File: config.mk
export PLATFORM = sky130hd
export DESIGN_NAME = intr_ctrl_flat
export DESIGN_NICKNAME = d
export VERILOG_FILES = /design/src/rtl/intr_ctrl_if.sv /design/src/rtl/intr_ctrl.sv /design/src/flat_wrapper.sv
export SDC_FILE = /design/constraint.sdc
export NUM_CORES = 1
export LEC_CHECK = 0
export CORE_ASPECT_RATIO = 0.5
export CORE_UTILIZATION = 36
export DETAILED_ROUTE_END_ITERATION = 7
export PLACE_DENSITY = 0.72
export SLEW_MARGIN = 20
export SYNTH_ARGS = -nofsm -noshare
export SYNTH_HDL_FRONTEND = slang
export SYNTH_SLANG_ARGS = --single-unit
File: constraint.sdc
create_clock -name clk -period 2.6 [get_ports clk]
set_clock_uncertainty 0.2 [all_clocks]
set_input_delay 0.52 -clock clk [delete_from_list [all_inputs] [get_ports clk]]
set_output_delay 0.52 -clock clk [all_outputs]
set_load 0.01 [all_outputs]
File: src/rtl/intr_ctrl_if.sv
// Purpose: groups the pipeline, stack and data-port signals of the interrupt controller.
// Latency: none, wiring only.
// Backpressure: none; the controller stalls fetch through the write enables it drives.
interface intr_ctrl_if;
  logic       intr_sig;
  logic       boundary;
  logic       rti_dec;
  logic [7:0] pc_current;
  logic [7:0] sp_val;
  logic [3:0] ccr_in;
  logic [7:0] mem_rdata;

  logic       pc_write_en;
  logic       if_id_write_en;
  logic       inject_bubble;
  logic       sp_en;
  logic       sp_op;
  logic       mem_rd;
  logic       mem_we;
  logic [7:0] mem_addr;
  logic [7:0] mem_wdata;
  logic       pc_load;
  logic [7:0] pc_load_val;
  logic       ccr_load;
  logic [3:0] ccr_val;
  logic       busy;
  logic       int_ack;

  // Controller side.
  modport master (
    input  intr_sig, boundary, rti_dec, pc_current, sp_val, ccr_in, mem_rdata,
    output pc_write_en, if_id_write_en, inject_bubble, sp_en, sp_op, mem_rd, mem_we,
           mem_addr, mem_wdata, pc_load, pc_load_val, ccr_load, ccr_val, busy, int_ack
  );

  // CPU / memory side.
  modport slave (
    output intr_sig, boundary, rti_dec, pc_current, sp_val, ccr_in, mem_rdata,
    input  pc_write_en, if_id_write_en, inject_bubble, sp_en, sp_op, mem_rd, mem_we,
           mem_addr, mem_wdata, pc_load, pc_load_val, ccr_load, ccr_val, busy, int_ack
  );
endinterface

File: src/rtl/intr_ctrl.sv
// Purpose: single-level interrupt entry (drain, push PC, vector fetch) and RTI return (drain, pop PC, restore CCR).
// Latency: int_ack comes 1 + DRAIN_CYCLES + 3 cycles after an intr_sig edge seen at a boundary.
// Backpressure: holds fetch via pc_write_en/if_id_write_en and bubbles ID/EX while draining; edges only set pending.
module intr_ctrl #(
  parameter int unsigned DRAIN_CYCLES = 3,
  parameter logic [7:0]  VEC_ADDR     = 8'h01
) (
  input logic         clk,
  input logic         rst,
  intr_ctrl_if.master bus
);

  typedef enum logic [3:0] {
    IDLE, DRAIN, PUSH, VEC_RD, VEC_LD, ISR, R_DRAIN, POP, R_WAIT, R_LD
  } state_t;

  localparam logic [2:0] DRAIN_INIT = 3'(DRAIN_CYCLES - 1);

  state_t     state;
  logic       pending;
  logic       intr_prev;
  logic [7:0] ret_pc;
  logic [3:0] shadow;
  logic [2:0] drain_cnt;
  logic       intr_edge;

  assign intr_edge = bus.intr_sig & ~intr_prev;

  // Edge detect, pending flag (set beats the PUSH clear), sequencing state and captured context.
  always_ff @(posedge clk) begin
    if (rst) begin
      state     <= IDLE;
      pending   <= 1'b0;
      intr_prev <= 1'b0;
      ret_pc    <= 8'h00;
      shadow    <= 4'h0;
      drain_cnt <= 3'd0;
    end else begin
      intr_prev <= bus.intr_sig;
      if (intr_edge) begin
        pending <= 1'b1;
      end else if (state == PUSH) begin
        pending <= 1'b0;
      end

      case (state)
        IDLE: begin
          if (pending && bus.boundary) begin
            state     <= DRAIN;
            ret_pc    <= bus.pc_current;
            shadow    <= bus.ccr_in;
            drain_cnt <= DRAIN_INIT;
          end
        end
        DRAIN: begin
          if (drain_cnt == 3'd0) state <= PUSH;
          else                   drain_cnt <= drain_cnt - 3'd1;
        end
        PUSH:   state <= VEC_RD;
        VEC_RD: state <= VEC_LD;
        VEC_LD: state <= ISR;
        ISR: begin
          // Only place rti_dec is honoured; new interrupts stay pending until IDLE.
          if (bus.rti_dec) begin
            state     <= R_DRAIN;
            drain_cnt <= DRAIN_INIT;
          end
        end
        R_DRAIN: begin
          if (drain_cnt == 3'd0) state <= POP;
          else                   drain_cnt <= drain_cnt - 3'd1;
        end
        POP: state <= R_WAIT;
        R_WAIT: begin
          ret_pc <= bus.mem_rdata;
          state  <= R_LD;
        end
        R_LD:    state <= IDLE;
        default: state <= IDLE;
      endcase
    end
  end

  // Output decode per state; reset forces the idle pattern so nothing leaks in the reset cycle.
  always_comb begin
    bus.pc_write_en    = 1'b0;
    bus.if_id_write_en = 1'b0;
    bus.inject_bubble  = 1'b0;
    bus.sp_en          = 1'b0;
    bus.sp_op          = 1'b0;
    bus.mem_rd         = 1'b0;
    bus.mem_we         = 1'b0;
    bus.mem_addr       = 8'h00;
    bus.mem_wdata      = 8'h00;
    bus.pc_load        = 1'b0;
    bus.pc_load_val    = 8'h00;
    bus.ccr_load       = 1'b0;
    bus.ccr_val        = 4'h0;
    bus.busy           = 1'b0;
    bus.int_ack        = 1'b0;
    if (rst) begin
      bus.pc_write_en    = 1'b1;
      bus.if_id_write_en = 1'b1;
    end else begin
      bus.busy = (state != IDLE) && (state != ISR);
      case (state)
        IDLE, ISR: begin
          bus.pc_write_en    = 1'b1;
          bus.if_id_write_en = 1'b1;
        end
        DRAIN, R_DRAIN: bus.inject_bubble = 1'b1;
        PUSH: begin
          bus.mem_we    = 1'b1;
          bus.mem_addr  = bus.sp_val;
          bus.mem_wdata = ret_pc;
          bus.sp_en     = 1'b1;
        end
        VEC_RD: begin
          bus.mem_rd   = 1'b1;
          bus.mem_addr = VEC_ADDR;
        end
        VEC_LD: begin
          bus.pc_load     = 1'b1;
          bus.pc_load_val = bus.mem_rdata;
          bus.int_ack     = 1'b1;
        end
        POP: begin
          bus.mem_rd   = 1'b1;
          bus.mem_addr = bus.sp_val + 8'd1;
          bus.sp_en    = 1'b1;
          bus.sp_op    = 1'b1;
        end
        R_LD: begin
          bus.pc_load     = 1'b1;
          bus.pc_load_val = ret_pc;
          bus.ccr_load    = 1'b1;
          bus.ccr_val     = shadow;
        end
        default: ;
      endcase
    end
  end

endmodule

File: src/flat_wrapper.sv
// flat-port wrapper written by rule: the top's interface ports become plain ports
module intr_ctrl_flat 
#(
  parameter int unsigned DRAIN_CYCLES = 3,
  parameter logic [7:0]  VEC_ADDR     = 8'h01
)
  (clk, rst, bus_intr_sig, bus_boundary, bus_rti_dec, bus_pc_current, bus_sp_val, bus_ccr_in, bus_mem_rdata, bus_pc_write_en, bus_if_id_write_en, bus_inject_bubble, bus_sp_en, bus_sp_op, bus_mem_rd, bus_mem_we, bus_mem_addr, bus_mem_wdata, bus_pc_load, bus_pc_load_val, bus_ccr_load, bus_ccr_val, bus_busy, bus_int_ack);
  intr_ctrl_if bus_i ();
  input logic clk;
  input logic rst;
  input wire logic [$bits(bus_i.intr_sig)-1:0] bus_intr_sig;
  input wire logic [$bits(bus_i.boundary)-1:0] bus_boundary;
  input wire logic [$bits(bus_i.rti_dec)-1:0] bus_rti_dec;
  input wire logic [$bits(bus_i.pc_current)-1:0] bus_pc_current;
  input wire logic [$bits(bus_i.sp_val)-1:0] bus_sp_val;
  input wire logic [$bits(bus_i.ccr_in)-1:0] bus_ccr_in;
  input wire logic [$bits(bus_i.mem_rdata)-1:0] bus_mem_rdata;
  output wire logic [$bits(bus_i.pc_write_en)-1:0] bus_pc_write_en;
  output wire logic [$bits(bus_i.if_id_write_en)-1:0] bus_if_id_write_en;
  output wire logic [$bits(bus_i.inject_bubble)-1:0] bus_inject_bubble;
  output wire logic [$bits(bus_i.sp_en)-1:0] bus_sp_en;
  output wire logic [$bits(bus_i.sp_op)-1:0] bus_sp_op;
  output wire logic [$bits(bus_i.mem_rd)-1:0] bus_mem_rd;
  output wire logic [$bits(bus_i.mem_we)-1:0] bus_mem_we;
  output wire logic [$bits(bus_i.mem_addr)-1:0] bus_mem_addr;
  output wire logic [$bits(bus_i.mem_wdata)-1:0] bus_mem_wdata;
  output wire logic [$bits(bus_i.pc_load)-1:0] bus_pc_load;
  output wire logic [$bits(bus_i.pc_load_val)-1:0] bus_pc_load_val;
  output wire logic [$bits(bus_i.ccr_load)-1:0] bus_ccr_load;
  output wire logic [$bits(bus_i.ccr_val)-1:0] bus_ccr_val;
  output wire logic [$bits(bus_i.busy)-1:0] bus_busy;
  output wire logic [$bits(bus_i.int_ack)-1:0] bus_int_ack;
  assign bus_i.intr_sig = bus_intr_sig;
  assign bus_i.boundary = bus_boundary;
  assign bus_i.rti_dec = bus_rti_dec;
  assign bus_i.pc_current = bus_pc_current;
  assign bus_i.sp_val = bus_sp_val;
  assign bus_i.ccr_in = bus_ccr_in;
  assign bus_i.mem_rdata = bus_mem_rdata;
  assign bus_pc_write_en = bus_i.pc_write_en;
  assign bus_if_id_write_en = bus_i.if_id_write_en;
  assign bus_inject_bubble = bus_i.inject_bubble;
  assign bus_sp_en = bus_i.sp_en;
  assign bus_sp_op = bus_i.sp_op;
  assign bus_mem_rd = bus_i.mem_rd;
  assign bus_mem_we = bus_i.mem_we;
  assign bus_mem_addr = bus_i.mem_addr;
  assign bus_mem_wdata = bus_i.mem_wdata;
  assign bus_pc_load = bus_i.pc_load;
  assign bus_pc_load_val = bus_i.pc_load_val;
  assign bus_ccr_load = bus_i.ccr_load;
  assign bus_ccr_val = bus_i.ccr_val;
  assign bus_busy = bus_i.busy;
  assign bus_int_ack = bus_i.int_ack;
  intr_ctrl #(.DRAIN_CYCLES(DRAIN_CYCLES), .VEC_ADDR(VEC_ADDR)) u_core (.clk(clk), .rst(rst), .bus(bus_i));
endmodule
==> reports/results.md, run 1 <==
### Drt
- **first drt pass iteration count** 4
- **routed length per placed instance** 14.8 µm
- **per-cell via count in the routed design** 5.26
- **Iteration-0 DRC Markers** 81
- **routed wire length** 5260 µm
- **remaining design rule violation count** 0
- **number of routed nets with antenna violations** 0
- **DR vias** 1871

### Synthesis
- **area fraction in compound gates after synthesis** 0.230
- **Post-Synthesis Net Count** 230
- **share of synthesized area spent on multiplexers** 0.0867
- **Simple-Gate Fraction of Synth Area** 0.303
- **number of distinct library cells after synthesis** 42
- **adder-cell share of the synthesized area** 0.0250
- **area share of xor/xnor cells in the synthesized design** 0.00584
- **Post-Synthesis Cells** 194
- **Avg Inst Size Synth** 7.73 µm²
- **dominant combinational cell family by area after synthesis** simple AND/OR/NAND/NOR gates
- **count of synthesis-stage warnings from yosys** 0
- **cell area after technology mapping** 1500 µm²
- **count of state elements after synthesis** 21
- **sequential area share after synthesis** 0.280

### Layout
- **fillcell total** 331
- **synthesis-to-layout area growth** 76.0%
- **Net count, final** 339
- **fraction of final layout cells sized beyond drive strength 1** 0.295
- **non-filler instance count after layout** 356
- **Util after Layout** 0.669
- **antenna diode count** 0

### Clocking
- **clock latency of the later-clocked register in the worst-skew pair** 0.27 ns
- **Clock Path Buffers** 2
- **clock slew at the register clock pins of the worst setup and hold paths** 0.09 ns
- **post-cts hold buffer count** 0
- **number of H-tree levels** 1
- **root cell of the clock tree** sky130_fd_sc_hd__clkbuf_8
- **total clock buffers created by CTS** 3
- **clock tree from TritonCTS** yes
- **clk sink count** 21

### Timing
- **Max Clock Freq** 0.388 GHz
- **final number of max-transition violations** 0
- **setup slack of the critical path after layout** 0.0230 ns
- **setup repair after global routing missed its margin** true
- **setup total negative slack** 0 ns
- **worst slew margin relative to its limit** 0.618
- **hold violation total from the final report** 0
- **final setup violation count** 0
- **Least-Margin Pin Slew** 0.572 ns
- **shortest clock period the worst path allows after layout** 2.58 ns
- **share of the clock period used by the worst path** 0.991

### Min path
- **source of the worst hold timing path** u_core.drain_cnt[0]$_SDFFE_PP0P_
- **Min-Delay Endpoint** u_core.drain_cnt[0]$_SDFFE_PP0P_
- **Hold Path Class** register to register
- **hold-critical path depth** 2

### Critical path
- **worst reg2reg startpoint** u_core.state[0]$_SDFFE_PP0P_
- **maximum net fanout on the critical path** 7
- **worst-path cell chain** buf_4 > nor4_4 > buf_4 > buf_4 > buf_4 > a22o_1 > clkdlybuf4s15_2
- **FF-to-FF setup slack** 0.61 ns
- **worst-path cell with the longest stage delay** sky130_fd_sc_hd__dfxtp_2
- **data arrival time of the worst path** 1.86 ns
- **sort of element at the end of the critical path** output port
- **required time at the endpoint of the critical path** 1.88 ns
- **category of the worst setup path launch point** register
- **cells on worst reg2reg path** 7
- **cell mode on critical path** sky130_fd_sc_hd__buf_4
- **critical path's largest stage delay** 0.35 ns
- **Crit Reg-Reg Endpoint** u_core.drain_cnt[2]$_SDFFE_PP0P_
- **Crit Path Category** register to output port

### Power and ir drop
- **Peak VDD IR** 0.000279 V
- **Leak Pwr** 1.31 nW
- **power consumption** 1.39 mW
- **total power density per cell area** 527 nW/µm²

### Global route
- **GRT Util Overall** 0.211
- **number of antenna violations at the first check in global routing** 0
- **first-pass GRT wire length** 7190 µm
- **number of global-route vias before repair** 1560
- **Congestion Overflow GR** 0
- **maximum number of pins on one net before global-route repair** 18

### Floorplanning
- **Floorplan Core Area** 3940 µm²
- **total die area** 4440 µm²
- **die height** 47.6 µm
- **effective utilization at floorplan** 0.380
- **Die Width** 93.3 µm
- **number of top-level design ports** 72
- **row cnt** 16

### Placed design
- **number of port buffers** 71
- **HPWL after DPL** 3380 µm
- **Post-Place Setup Slack** -0.580 ns
- **post-placement cell count** 332
- **final weighted congestion of routability-driven global placement** 0.803

### Run status
- **status** complete, no violations

### Run
- **max cap viols** 0

[synthesized netlist by cell type, drive strengths merged]
cell    instances  area share
a211oi         10       0.050
a21boi          1      0.0050
a21o            1      0.0050
a21oi           8       0.027
a22o           10       0.058
a22oi           2       0.010
a311oi          3       0.018
a41o            1      0.0067
a41oi           1      0.0058
and2           12       0.050
and3            3       0.013
and3b           1      0.0058
buf             7       0.034
clkbuf          7       0.018
dfxtp          21        0.28
ha              3       0.025
inv             7       0.018
mux2i          13       0.087
nand2          11       0.028
nand2b          4       0.017
nand3           6       0.020
nand4           1      0.0042
nor2           33       0.084
nor2b           5       0.023
nor3            4       0.017
nor3b           3       0.015
nor4            1      0.0083
o21ai           6       0.023
o21ba           1      0.0067
o21bai          2       0.010
o221ai          1      0.0058
or2             2      0.0083
or3             1      0.0042
or4b            1      0.0067
xor2            1      0.0058
[stage by stage]
step / hold WS, ns / instance area, µm²
floorplan: 0.232 / 1500
global placement: 0.239 / 2420
detailed placement: 0.253 / 2420
CTS: 0.266 / 2590
global route: 0.306 / 2640
finish: 0.265 / 2640
[state kept, by name, summed over array words and instances (netlist names)]
signal            flops
u_core.ret_pc         8
u_core.state          4
u_core.shadow         4
u_core.intr_prev      1
u_core.drain_cnt      3
u_core.pending        1
[timing repair]
action,4_1_cts,5_1_grt
gates resized for setup,79,31
gates cloned,2,0
pin swaps,6,8
buffers inserted,13,5
setup endpoints to repair,38,22
[critical path: cells and delay by family (launching register included)]
| family | cells | cell delay (ns) |
|---|---|---|
| buffers and inverters | 5 | 0.81 |
| flip-flops | 1 | 0.35 |
| AND/OR/NAND/NOR | 1 | 0.32 |
| AO/OA/AOI/OAI | 1 | 0.11 |
[worst max-delay path by stage]
stage                                             from  depth (start not counted)            endpoint  slack (ns)
final                     u_core.state[1]$_SDFFE_PP0P_                          7  bus_pc_load_val[2]        0.02
after global routing      u_core.state[1]$_SDFFE_PP0P_                          7  bus_pc_load_val[2]       -0.05
after CTS                 u_core.state[0]$_SDFFE_PP0P_                          5     bus_mem_addr[3]       0.005
after detailed placement                 bus_sp_val[0]                          8     bus_mem_addr[6]       -0.58
after global placement                   bus_sp_val[0]                          8     bus_mem_addr[6]       -0.54
after floorplan                                    rst                          3  bus_pc_load_val[0]        0.23
[cell type report]
type,count,area (µm²),share of cell area
Tap cell,54,67.6,0.0256
Clock buffer,3,41.3,0.0156
Inverter,7,28.8,0.0109
Timing Repair Buffer,117,1010,0.381
Clock inverter,1,7.51,0.00284
Sequential cell,21,428,0.162
Multi-Input combinational cell,153,1060,0.402
[metal layers]
| layer | up-vias | global-route usage | wire length [µm] |
|---|---|---|---|
| li1 | 911 | - | - |
| met1 | 909 | 0.260 | 2220 |
| met2 | 49 | 0.412 | 2820 |
| met3 | 2 | 0.0302 | 208 |
| met4 | 0 | 0.0400 | 12 |
| met5 | - | 0 | 0 |
[layout by cell type (no fill, tap or decap), drive strengths merged, types with 7 or more instances in the layout]
cell / count
and2: 12
buf: 51
a22o: 10
clkdlybuf4s50: 30
mux2i: 13
a211oi: 10
dfxtp: 21
nand2: 11
nor2: 34
clkbuf: 10
dlygate4sd2: 22
a21oi: 8
inv: 7
[logic make-up (layout without fill, tap and decap cells)]
logic type      Yosys count  count (layout)
fa+ha+maj                 3               3
simple gates             88              89
flops                    21              21
xor+xnor                  1               1
mux                      13              13
compound gates           47              47
buf+inv                  21             128
[report_power, final]
part | switching [mW] | internal [mW]
Combinational | 0.360 | 0.402
Clock | 0.120 | 0.109
Sequential | 0.0336 | 0.367
Total | 0.513 | 0.878
Power figures use the tool's default switching activity.
==> run 2, diff against run 1 <==
clock period = 3 ns   (was 2.6 ns; I/O delays follow)
==> reports/results.md, run 2 (synthesized netlist as in run 1, its figures left out) <==
### Run status
- **status** complete, no violations, unchanged

### Critical path
- **Crit Reg-Reg Endpoint** u_core.drain_cnt[2]$_SDFFE_PP0P_, unchanged
- **data arrival time of the worst path** 2.13 ns, was 1.86 ns
- **sort of element at the end of the critical path** output port, unchanged
- **required time at the endpoint of the critical path** 2.20 ns, was 1.88 ns
- **maximum net fanout on the critical path** 5, was 7
- **cells on worst reg2reg path** 6, was 7
- **FF-to-FF setup slack** 1.03 ns, was 0.61 ns
- **Crit Path Category** primary input to output port, was register to output port
- **category of the worst setup path launch point** primary input, was register
- **worst reg2reg startpoint** u_core.state[2]$_SDFFE_PP0P_, was u_core.state[0]$_SDFFE_PP0P_

### Global route
- **number of global-route vias before repair** 1420, was 1560
- **number of antenna violations at the first check in global routing** 0, unchanged
- **first-pass GRT wire length** 6560 µm, was 7190 µm
- **GRT Util Overall** 0.190, was 0.211
- **Congestion Overflow GR** 0, unchanged
- **maximum number of pins on one net before global-route repair** 23, was 18

### Placed design
- **final weighted congestion of routability-driven global placement** 0.776, was 0.803
- **Post-Place Setup Slack** -0.370 ns, was -0.580 ns
- **number of port buffers** 71, unchanged
- **HPWL after DPL** 3240 µm, was 3380 µm

### Power and ir drop
- **logic gate share of total power** 0.501, was 0.548
- **part of the power in the clock network** 0.177, was 0.164
- **switching part of the total power** 0.363, was 0.369
- **part of the power in registers** 0.322, was 0.288
- **power consumption** 1.09 mW, was 1.39 mW
- **Peak VDD IR** 0.000173 V, was 0.000279 V
- **switching component of the power** 0.396 mW, was 0.513 mW
- **Leak Pwr** 1.11 nW, was 1.31 nW
- **total power density per cell area** 439 nW/µm², was 527 nW/µm²
- **Internal Dissipation** 0.696 mW, was 0.878 mW

### Drt
- **number of routed nets with antenna violations** 0, unchanged
- **routed length per placed instance** 13.4 µm, was 14.8 µm
- **per-cell via count in the routed design** 5.09, was 5.26
- **remaining design rule violation count** 0, unchanged
- **Iteration-0 DRC Markers** 55, was 81
- **DR vias** 1699, was 1871
- **first drt pass iteration count** 6, was 4
- **routed wire length** 4480 µm, was 5260 µm

### Floorplanning
- **Die Width** 93.3 µm, unchanged
- **number of top-level design ports** 72, unchanged
- **total die area** 4440 µm², unchanged
- **effective utilization at floorplan** 0.380, unchanged
- **die height** 47.6 µm, unchanged
- **Floorplan Core Area** 3940 µm², unchanged
- **row cnt** 16, unchanged

### Timing
- **final worst hold slack** 0.254 ns, was 0.265 ns
- **final setup violation count** 0, unchanged
- **worst slew margin relative to its limit** 0.614, was 0.618
- **Least-Margin Pin Slew** 0.578 ns, was 0.572 ns
- **share of the clock period used by the worst path** 0.977
- **hold violation total from the final report** 0, unchanged
- **setup total negative slack** 0 ns, unchanged
- **setup repair after global routing missed its margin** false, was true
- **shortest clock period the worst path allows after layout** 2.93 ns
- **Max Clock Freq** 0.341 GHz
- **setup slack of the critical path after layout** 0.0692 ns, was 0.0230 ns
- **final number of max-transition violations** 0, unchanged

### Clocking
- **clock latency of the later-clocked register in the worst-skew pair** 0.26 ns, was 0.27 ns
- **number of H-tree levels** 1, unchanged
- **clock slew at the register clock pins of the worst setup and hold paths** 0.08 ns, was 0.09 ns
- **root cell of the clock tree** sky130_fd_sc_hd__clkbuf_8, unchanged
- **clk sink count** 21, unchanged
- **total clock buffers created by CTS** 3, unchanged
- **Clock Path Buffers** 2, unchanged
- **post-cts hold buffer count** 0, unchanged
- **clock tree from TritonCTS** yes, unchanged

### Run
- **max cap viols** 0, unchanged

### Layout
- **Largest Register** u_core.ret_pc, unchanged
- **Net count, final** 317, was 339
- **most common library cell in the layout ignoring fill and taps** sky130_fd_sc_hd__clkdlybuf4s50_1, was sky130_fd_sc_hd__buf_4
- **number of flip-flops in the largest register** 8, unchanged
- **antenna diode count** 0, unchanged
- **highest-count cells in the layout ignoring fill and taps** sky130_fd_sc_hd__clkdlybuf4s50_1 (56), sky130_fd_sc_hd__nor2_1 (31), sky130_fd_sc_hd__buf_4 (22), was sky130_fd_sc_hd__buf_4 (41), sky130_fd_sc_hd__nor2_1 (30), sky130_fd_sc_hd__clkdlybuf4s50_1 (30)
- **fraction of final layout cells sized beyond drive strength 1** 0.161, was 0.295
- **fillcell total** 362, was 331
- **largest registers** u_core.ret_pc (8), u_core.shadow (4), u_core.state (4), unchanged
- **synthesis-to-layout area growth** 65.7%, was 76.0%

### Min path
- **hold-critical path depth** 2, unchanged
- **Min-Delay Endpoint** u_core.drain_cnt[0]$_SDFFE_PP0P_, unchanged
- **source of the worst hold timing path** u_core.drain_cnt[0]$_SDFFE_PP0P_, unchanged
- **Hold Path Class** register to register, unchanged

==> run 2: changes by cell type in the layout (fill, tap and decap cells not counted), sizes merged <==
| cell | before | now |
|---|---|---|
| buf | 51 | 25 |
| clkdlybuf4s50 | 30 | 56 |
| dlygate4sd2 | 22 | 9 |
| clkbuf | 10 | 3 |
| clkdlybuf4s15 | 4 | 1 |
| dlymetal6s2s | 3 | 4 |
==> run 2: how the worst max path moves through the flow <==
stage	from	end	slack [ns]	cells after the start
2_1_floorplan	rst	bus_pc_load_val[0]	0.47	3
3_5_place_dp	bus_sp_val[1]	bus_mem_addr[6]	-0.37	8
5_1_grt	u_core.state[2]$_SDFFE_PP0P_	bus_pc_load_val[5]	0.0004	6
3_3_place_gp	bus_sp_val[0]	bus_mem_addr[6]	-0.30	8
6_report	rst	bus_pc_load_val[7]	0.07	6
4_1_cts	rst	bus_pc_load_val[7]	0.01	6
==> run 2: metal layers <==
metal / up-vias / wire [µm] / global-route usage
met3: 0 / 151 / 0.0333
li1: 861 / - / -
met4: 0 / 0 / 0.0185
met5: - / 0 / 0
met1: 801 / 2170 / 0.254
met2: 37 / 2160 / 0.344
==> run 2: cell type report <==
cell class | instances | area, µm² | area share
Sequential cell | 21 | 423 | 0.170
Clock inverter | 1 | 7.51 | 0.00302
Multi-Input combinational cell | 153 | 1030 | 0.413
Tap cell | 54 | 67.6 | 0.0272
Clock buffer | 3 | 41.3 | 0.0166
Timing Repair Buffer | 95 | 895 | 0.360
Inverter | 7 | 26.3 | 0.0106
==> run 2: power by group through the flow <==
| stage | clock network [mW] | logic [mW] | registers, mW |
|---|---|---|---|
| 3_5_place_dp | 0 | 0.513 | 0.353 |
| 6_report | 0.194 | 0.547 | 0.352 |
| 2_1_floorplan | 0 | 0.328 | 0.337 |
| 4_1_cts | 0.203 | 0.526 | 0.348 |
| 5_1_grt | 0.212 | 0.606 | 0.358 |
| 3_3_place_gp | 0 | 0.503 | 0.351 |
==> run 2: worst max-delay path: stages <==
cell and delay [ns]:
sky130_fd_sc_hd__dlygate4sd2_1 0.28, sky130_fd_sc_hd__buf_4 0.18, sky130_fd_sc_hd__nor4_4 0.21, sky130_fd_sc_hd__buf_4 0.20
sky130_fd_sc_hd__a22o_1 0.12, sky130_fd_sc_hd__clkdlybuf4s50_1 0.54
==> run 2: what timing repair did <==
item                                    4_1_cts  5_1_grt
setup buffers                                 0        2
gates cloned                                  2        0
gates resized for setup                      21       11
pin swaps                                     1        8
endpoints found under the hold margin         0        0
endpoints found under the setup margin       30       23
==> run 2: through the flow <==
| stage | utilization | instances | instance area, µm² |
|---|---|---|---|
| final | 0.630 | 334 | 2490 |
| after global routing | 0.630 | 334 | 2490 |
| after CTS | 0.619 | 332 | 2440 |
| after detailed placement | 0.601 | 326 | 2370 |
| after global placement | 0.601 | 326 | 2370 |
| after floorplan | - | 194 | 1500 |
